--- config.mk ---
export PLATFORM = sky130hd
export DESIGN_NAME = alu_arbiter
export DESIGN_NICKNAME = d
export VERILOG_FILES = /design/src/rtl/alu_pkg.sv /design/src/rtl/rr_arb2.sv /design/src/rtl/alu_arbiter.sv
export SDC_FILE = /design/constraint.sdc
export NUM_CORES = 1
export LEC_CHECK = 0
export ABC_AREA = 1
export CORE_MARGIN = 10
export CORE_UTILIZATION = 40
export DETAILED_ROUTE_END_ITERATION = 10
export PLACE_DENSITY_LB_ADDON = 0.05
export SETUP_SLACK_MARGIN = 0.5
export SLEW_MARGIN = 20
export SYNTH_ARGS = -nofsm -noshare
export SYNTH_HDL_FRONTEND = slang
export SYNTH_HIERARCHICAL = 1
export SYNTH_SLANG_ARGS = --single-unit
--- constraint.sdc ---
create_clock -name clk -period 8.5 [get_ports clk]
set_input_delay 2.55 -clock clk [delete_from_list [all_inputs] [get_ports clk]]
set_output_delay 2.55 -clock clk [all_outputs]
set_load 0.01 [all_outputs]
--- src/rtl/alu_pkg.sv ---
// Shared types for the ALU arbiter: op codes, FSM states, latency counter width.
// Latency: none, declarations only.
// Backpressure: none, declarations only.
package alu_pkg;

   localparam int LAT_W = 4;

   typedef enum logic [2:0] {
      ADD = 3'd0,
      SUB,
      AND,
      OR,
      XOR,
      SLL,
      SRA
   } alu_op_t;

   typedef enum logic [1:0] {
      IDLE,
      EXEC,
      RESP
   } arb_state_t;

   // Operand bundle as it is presented to the ALU.
   typedef struct packed {
      logic [31:0] a;
      logic [31:0] b;
      logic [2:0]  op;
      logic        is_fp;
   } alu_req_t;

endpackage

--- src/rtl/rr_arb2.sv ---
// Two-way round-robin arbiter; the requester that lost the last grant wins a tie.
// Latency: grant is combinational from req; priority flips on the edge where update is high.
// Backpressure: none; the caller strobes update only when the grant is actually taken.
module rr_arb2 (
   input  logic       clk,
   input  logic       rst,
   input  logic [1:0] req,
   input  logic       update,
   output logic [1:0] grant
);

   logic prio;  // 1: requester 1 wins a tie

   // A lone requester always wins; on a tie the priority holder wins.
   always_comb begin
      grant = req;
      if (req == 2'b11) begin
         grant = prio ? 2'b10 : 2'b01;
      end
   end

   // Hand priority to the requester that was not granted.
   always_ff @(posedge clk or posedge rst) begin
      if (rst) begin
         prio <= 1'b0;
      end else if (update && (|grant)) begin
         prio <= grant[0];
      end
   end

endmodule

--- src/rtl/alu_arbiter.sv ---
// Shares one combinational ALU between the integer and FP issue paths, round-robin.
// Latency: result sampled L cycles after accept (L = INT_LATENCY or FP_LATENCY); rsp_valid follows.
// Backpressure: no request accepted while busy; response held until the owner's rsp_ready.
module alu_arbiter
   import alu_pkg::*;
#(
   parameter int FP_LATENCY  = 3,
   parameter int INT_LATENCY = 1
) (
   input  logic             clk,
   input  logic             rst,
   input  logic [1:0]       req_valid,
   output logic [1:0]       req_ready,
   input  logic [1:0][31:0] req_a,
   input  logic [1:0][31:0] req_b,
   input  logic [1:0][2:0]  req_op,
   input  logic [1:0]       req_is_fp,
   output logic [31:0]      alu_a,
   output logic [31:0]      alu_b,
   output logic [2:0]       alu_op,
   output logic             alu_is_fp,
   input  logic [31:0]      alu_result,
   output logic [1:0]       rsp_valid,
   input  logic [1:0]       rsp_ready,
   output logic [31:0]      rsp_result,
   output logic             busy
);

   // Counter loads are latency-1 so that count 0 lands on the sampling edge.
   localparam logic [LAT_W-1:0] FP_LOAD  = LAT_W'(FP_LATENCY - 1);
   localparam logic [LAT_W-1:0] INT_LOAD = LAT_W'(INT_LATENCY - 1);

   arb_state_t       state, state_nxt;
   logic [1:0]       grant;
   logic             accept;
   logic             owner;   // requester that owns the in-flight op
   logic [LAT_W-1:0] cnt;
   alu_req_t         sel;

   rr_arb2 u_rr_arb2 (
      .clk    (clk),
      .rst    (rst),
      .req    (req_valid),
      .update (accept),
      .grant  (grant)
   );

   // Payload of the granted requester.
   always_comb begin
      if (grant[1]) begin
         sel = {req_a[1], req_b[1], req_op[1], req_is_fp[1]};
      end else begin
         sel = {req_a[0], req_b[0], req_op[0], req_is_fp[0]};
      end
   end

   // State register.
   always_ff @(posedge clk or posedge rst) begin
      if (rst) begin
         state <= IDLE;
      end else begin
         state <= state_nxt;
      end
   end

   // Next state and handshake outputs; ready is masked while reset is held.
   always_comb begin
      state_nxt = state;
      req_ready = 2'b00;
      rsp_valid = 2'b00;
      accept    = 1'b0;
      case (state)
         IDLE: begin
            if ((|req_valid) && !rst) begin
               accept    = 1'b1;
               req_ready = grant;
               state_nxt = EXEC;
            end
         end
         EXEC: begin
            if (cnt == '0) begin
               state_nxt = RESP;
            end
         end
         RESP: begin
            rsp_valid[owner] = 1'b1;
            if (rsp_ready[owner]) begin
               state_nxt = IDLE;
            end
         end
         default: state_nxt = IDLE;
      endcase
   end

   assign busy = (state != IDLE);

   // Operand capture on accept, latency countdown, result capture at count 0.
   always_ff @(posedge clk or posedge rst) begin
      if (rst) begin
         alu_a      <= '0;
         alu_b      <= '0;
         alu_op     <= '0;
         alu_is_fp  <= 1'b0;
         owner      <= 1'b0;
         cnt        <= '0;
         rsp_result <= '0;
      end else if (accept) begin
         alu_a     <= sel.a;
         alu_b     <= sel.b;
         alu_op    <= sel.op;
         alu_is_fp <= sel.is_fp;
         owner     <= grant[1];
         cnt       <= sel.is_fp ? FP_LOAD : INT_LOAD;
      end else if (state == EXEC) begin
         if (cnt == '0) begin
            rsp_result <= alu_result;
         end else begin
            cnt <= cnt - LAT_W'(1);
         end
      end
   end

endmodule

# After elaboration in Yosys (flattened, before gate mapping)

Cells that the tools add are included.

Register bits after elaboration: 108
Input bits: 174

Add/sub/neg operators: 1
Magnitude comparators: 2
Equality and inequality tests: 7
Multiplexer cells: 20
Bitwise gates (word level): 1
Reductions and logical operators: 13

Operators by type and width:

| kind                                                                         | count |
|---|---|
| 68-bit two-way mux                                                           | 1 |
| 2-bit two-way mux                                                            | 9 |
| 4-bit two-way mux                                                            | 3 |
| 2-bit inequality test, second input constant                                 | 3 |
| 2-bit one-hot mux with 3 select lines                                        | 1 |
| 3-bit AND reduction                                                          | 2 |
| 1-bit two-way mux                                                            | 5 |
| 2-bit == test, second input constant                                         | 2 |
| 4-bit zero test                                                              | 1 |
| 2-bit nonzero test                                                           | 2 |
| 2-bit OR reduction                                                           | 2 |
| 4-bit by 1-bit subtractor with 4-bit output, second input constant           | 1 |
| 1-bit logical AND                                                            | 3 |
| 2-bit by 1-bit == test with 1-bit output, second input constant              | 1 |
| 2-bit zero test                                                              | 1 |
| 1-bit by 2-bit less-than comparator with 1-bit output, second input constant | 1 |
| 2-bit by 1-bit inequality test with 1-bit output, second input constant      | 1 |
| 2-bit AND reduction                                                          | 1 |
| 1-bit demux with 1-bit select                                                | 1 |
| 1-bit greater-or-equal comparator, second input constant                     | 1 |
| 1-bit zero test                                                              | 1 |
| 1-bit NOT                                                                    | 1 |

# Longest topological paths before layout

Depth after elaboration: 6
Depth in mapped cells: 10

# Cells and area by module

The synthesis kept the hierarchy.

By module, submodules not included:

| module      | times used | cells an instance | area each (µm²) | sequential area each (µm²) |
|---|---|---|---|---|
| alu_arbiter | 1          | 701               | 5,221.3         | 2,677.6 |
| rr_arb2     | 1          | 9                 | 63.8            | 25.0 |

# Worst setup path before layout

OpenSTA, ideal clock, no wires.

Path kind: input -> output
From: in rst
To: out req_ready[0]
Arrival time: 5.681 ns
Required time: 5.950 ns
Setup slack: 0.269 ns
Stages: 5
Path through: inv_1 -> nand3_2 -> buf_4 -> buf_6 -> nor2_1

Word-level cells in the longest chain between the ends: 4

RTL lines:

| item                             | line              | RTL |
|---|---|---|
| from (decl)                      | alu_arbiter.sv:11 | `input logic rst,` |
| 1-bit zero test (no source line) | -                 |  |
| 1-bit logical AND                | alu_arbiter.sv:74 | `if ((\|req_valid) && !rst) begin` |
| 2-bit two-way mux                | alu_arbiter.sv:74 |  |
| 2-bit two-way mux                | alu_arbiter.sv:72 | `case (state)` |
| to (decl)                        | alu_arbiter.sv:13 | `output logic [1:0] req_ready,` |

No other way between the ends.

# Worst setup path in the final report

From: in req_valid[1]
To: out req_ready[1]

Word-level cells in the longest chain between the ends: 4
Elaborated cells between the ends (all ways): 6
Those cells by class: 1 x eq/ne; 3 x mux; 2 x reduce/logical

RTL lines:

| item                | line              | RTL |
|---|---|---|
| from (decl)         | alu_arbiter.sv:12 | `input logic [1:0] req_valid,` |
| 2-bit == test       | rr_arb2.sv:17     | `if (req == 2'b11) begin` |
| 2-bit two-way mux * | rr_arb2.sv:17     |  |
| via grant[1]        | alu_arbiter.sv:34 | `logic [1:0] grant;` |
| 2-bit two-way mux * | alu_arbiter.sv:74 |  |
| 2-bit two-way mux * | alu_arbiter.sv:72 |  |

The timed path passes the listed nets; every way through them passes the cells marked *.

==> results.json <==
{
  "synth_ff_type": "dfrtp_1",
  "synth_cell_type_count": 22,
  "layout.nets": 1144,
  "wirelength_mm": 17.35,
  "maxCapViolations": 0,
  "max_stage_delay_ns": 0.55,
  "core_um2": 12770,
  "setup_viol_count_final": 0,
  "crit_path_top_delay_cell": "clkdlybuf4s50_1",
  "crit_family": "buffers and inverters",
  "worstSkewPairLatency_ns": 0.33,
  "synth.top_cells.by_count": "nand2_1, dfrtp_1, inv_1",
  "wl_met2_mm": 8.643,
  "overflow": 0,
  "fin_crit_ns": 6.640,
  "die_area_um2": 18210,
  "topRoutingLayerUsed": "met4",
  "clk_pin_slew_worst_paths_ns": 0.07,
  "clock-sinks": 108,
  "drive_above_1_share_pct": 5.550,
  "synth_nets": 886,
  "cts_buffers": 9,
  "ir_worst_vdd_uv": 127.0,
  "hold_viol_final": 0,
  "ys_ff_latch": 108,
  "timing.fmax_mhz": 150.6,
  "hpwl_mm": 13.40,
  "crit_fanout": 11,
  "clockBufferDepth": 2,
  "path_cells": "clkdlybuf4s50_1 > a21boi_4 > inv_2 > nor2_2 > clkdlybuf4s50_1",
  "cp_common_cell": "clkdlybuf4s50_1",
  "start_util_pct": 41.38,
  "cts_resized": 0,
  "std_cell_rows": 41,
  "track_usage_pct": 18.85,
  "hold_class": "flip-flop to flip-flop",
  "syn2layout_area_growth_pct": 59.19,
  "netlist_instances": 710,
  "grt_pass1_wl_mm": 27.90,
  "syn_area_per_cell_um2": 7.444,
  "finClkSkew_ns": 0.01033,
  "die_y_um": 134.9,
  "final_util_pct": 65.86,
  "p_per_area_nw_per_um2": 305.1,
  "vias_per_cell": 4.474,
  "fill_cells": 1086,
  "yosysTopAreaCell": "dfrtp_1",
  "wl_per_cell_um": 15.14,
  "path_buf_inv": 3,
  "place.gp.congestion": 0.8393,
  "portBuffers": 278,
  "wl_met3_mm": 1.746,
  "synth_area_um2": 5285,
  "root_buffer": "clkbuf_16",
  "yosysMostFrequentCell": "nand2_1",
  "cp-start-kind": "input pin",
  "first_pass_iters": 5,
  "cp.arrival_ns": 4.09,
  "fin_setup_tns_ns": 0,
  "h-tree-depth": 3,
  "die_w_um": 134.9,
  "path_class": "input pin to output pin",
  "final_max_slew_viol_count": 0,
  "first_global_vias": 5448,
  "synth_area_leaders": "dfrtp_1, nand2_1, o21ai_2",
  "synth_edf_count": 0,
  "p_leak_nw": 4.311,
  "cts_hold_buffers": 0,
  "tritoncts": "done",
  "grt_max_degree": 75,
  "fin_crit_sh_pct": 78.12,
  "post-cts-setup-buffers": 0,
  "status": "completed",
  "synthArstFlopShare_pct": 100.0,
  "wl_met1_mm": 6.724,
  "worst_pin_slew_ns": 0.9718,
  "ios": 279,
  "synth_seq_area_share_pct": 51.14,
  "ys_warn_count": 6,
  "power.total_mw": 2.567,
  "yosysTopAreaCellShare_pct": 51.14,
  "final_antenna_net_count": 0,
  "max-slew-margin-rel_pct": 35.14,
  "end_kind": "output pin",
  "critical_path_required_ns": 5.95,
  "route.detailed.drc": 0,
  "vias": 5127,
  "rsz0062_at_grt": "no",
  "detail_route.iter0.violations": 274,
  "antenna_found_initial": 1
}
tightest hold or removal path, stage by stage (launching register included):
cell	delay (ns)
dfrtp_1	0.34
nand2_1	0.05
nand2_1	0.05
metal layers:
layer | track usage [%] | vias up
met2 | 32.36 | 167
met5 | 0 | -
met4 | 5.562 | 0
met1 | 20.68 | 2319
met3 | 8.123 | 13
li1 | - | 2628
sequential cells by signal, summed over array words and instances, names as in the netlist:
name,count
cnt,4
alu_op,3
alu_b,32
u_rr_arb2/prio,1
alu_a,32
rsp_result,32
owner,1
alu_is_fp,1
state,2
report_power, final:
group	switching, mW	total (mW)	internal (mW)
combinational	0.609	1.24	0.628
sequential	0.130	0.883	0.753
clock	0.177	0.447	0.269
total	0.917	2.57	1.65
layout by cell type (no fill, tap or decap), types with 3 or more instances in the layout:
cell / Yosys / layout
buf_4: 5 / 6
clkbuf_16: 0 / 9
clkbuf_8: 0 / 5
clkdlybuf4s50_1: 0 / 278
dfrtp_1: 108 / 108
inv_1: 47 / 46
nand2_1: 457 / 457
nand3_1: 6 / 6
nor2_1: 4 / 4
nor2_2: 3 / 3
o21ai_0: 12 / 12
o21ai_2: 22 / 22
per-stage QoR:
step	hold WS [ns]	std cells	area, um2	setup slack [ns]
final	0.4782	1146	8413	1.860
after global routing	0.4971	1146	8413	1.802
after CTS	0.4816	1145	8409	1.857
after detailed placement	0.4636	1129	8077	1.859
after global placement	0.4606	1129	8077	1.889
after floorplan	0.4642	710	5289	1.082
cells by family (layout without fill, tap and decap cells):
| kind of cell | count (synthesis) | after routing | synth area share, % |
|---|---|---|---|
| other | 0 | 1 | 0 |
| xor gates and xnor gates | 1 | 1 | 0.1657 |
| adders and majority gates | 2 | 2 | 0.4734 |
| DFF | 108 | 108 | 51.14 |
| AOI/OAI and AO/OA | 38 | 38 | 5.303 |
| buffers and inverters | 86 | 349 | 8.523 |
| and+or+nand+nor | 475 | 475 | 34.40 |
final timing paths:
kind | end | start | cells past startpoint | slack, ns
worst max-delay path | req_ready[1] | req_valid[1] | 5 | 1.86
worst min-delay path | alu_is_fp | alu_is_fp | 2 | 0.48
worst max register to register | cnt[1] | state[0] | 6 | 5.73
worst min register to register | alu_is_fp | alu_is_fp | 2 | 0.48
max in group asynchronous | alu_b[21] | rst | 4 | 4.49
min in group asynchronous | u_rr_arb2/prio | rst | 2 | 2.43
cell type report:
class | count | area, um2 | area share [%]
Inverter | 49 | 188.9 | 2.246
Tap cell | 172 | 215.2 | 2.558
Clock buffer | 14 | 294.0 | 3.495
Timing Repair Buffer | 284 | 2828 | 33.61
Multi-Input combinational cell | 516 | 2143 | 25.48
Clock inverter | 2 | 38.79 | 0.4610
Antenna cell | 1 | 2.502 | 0.02974
Sequential cell | 108 | 2703 | 32.12
No activity file was read; power rests on OpenSTA's default activity.
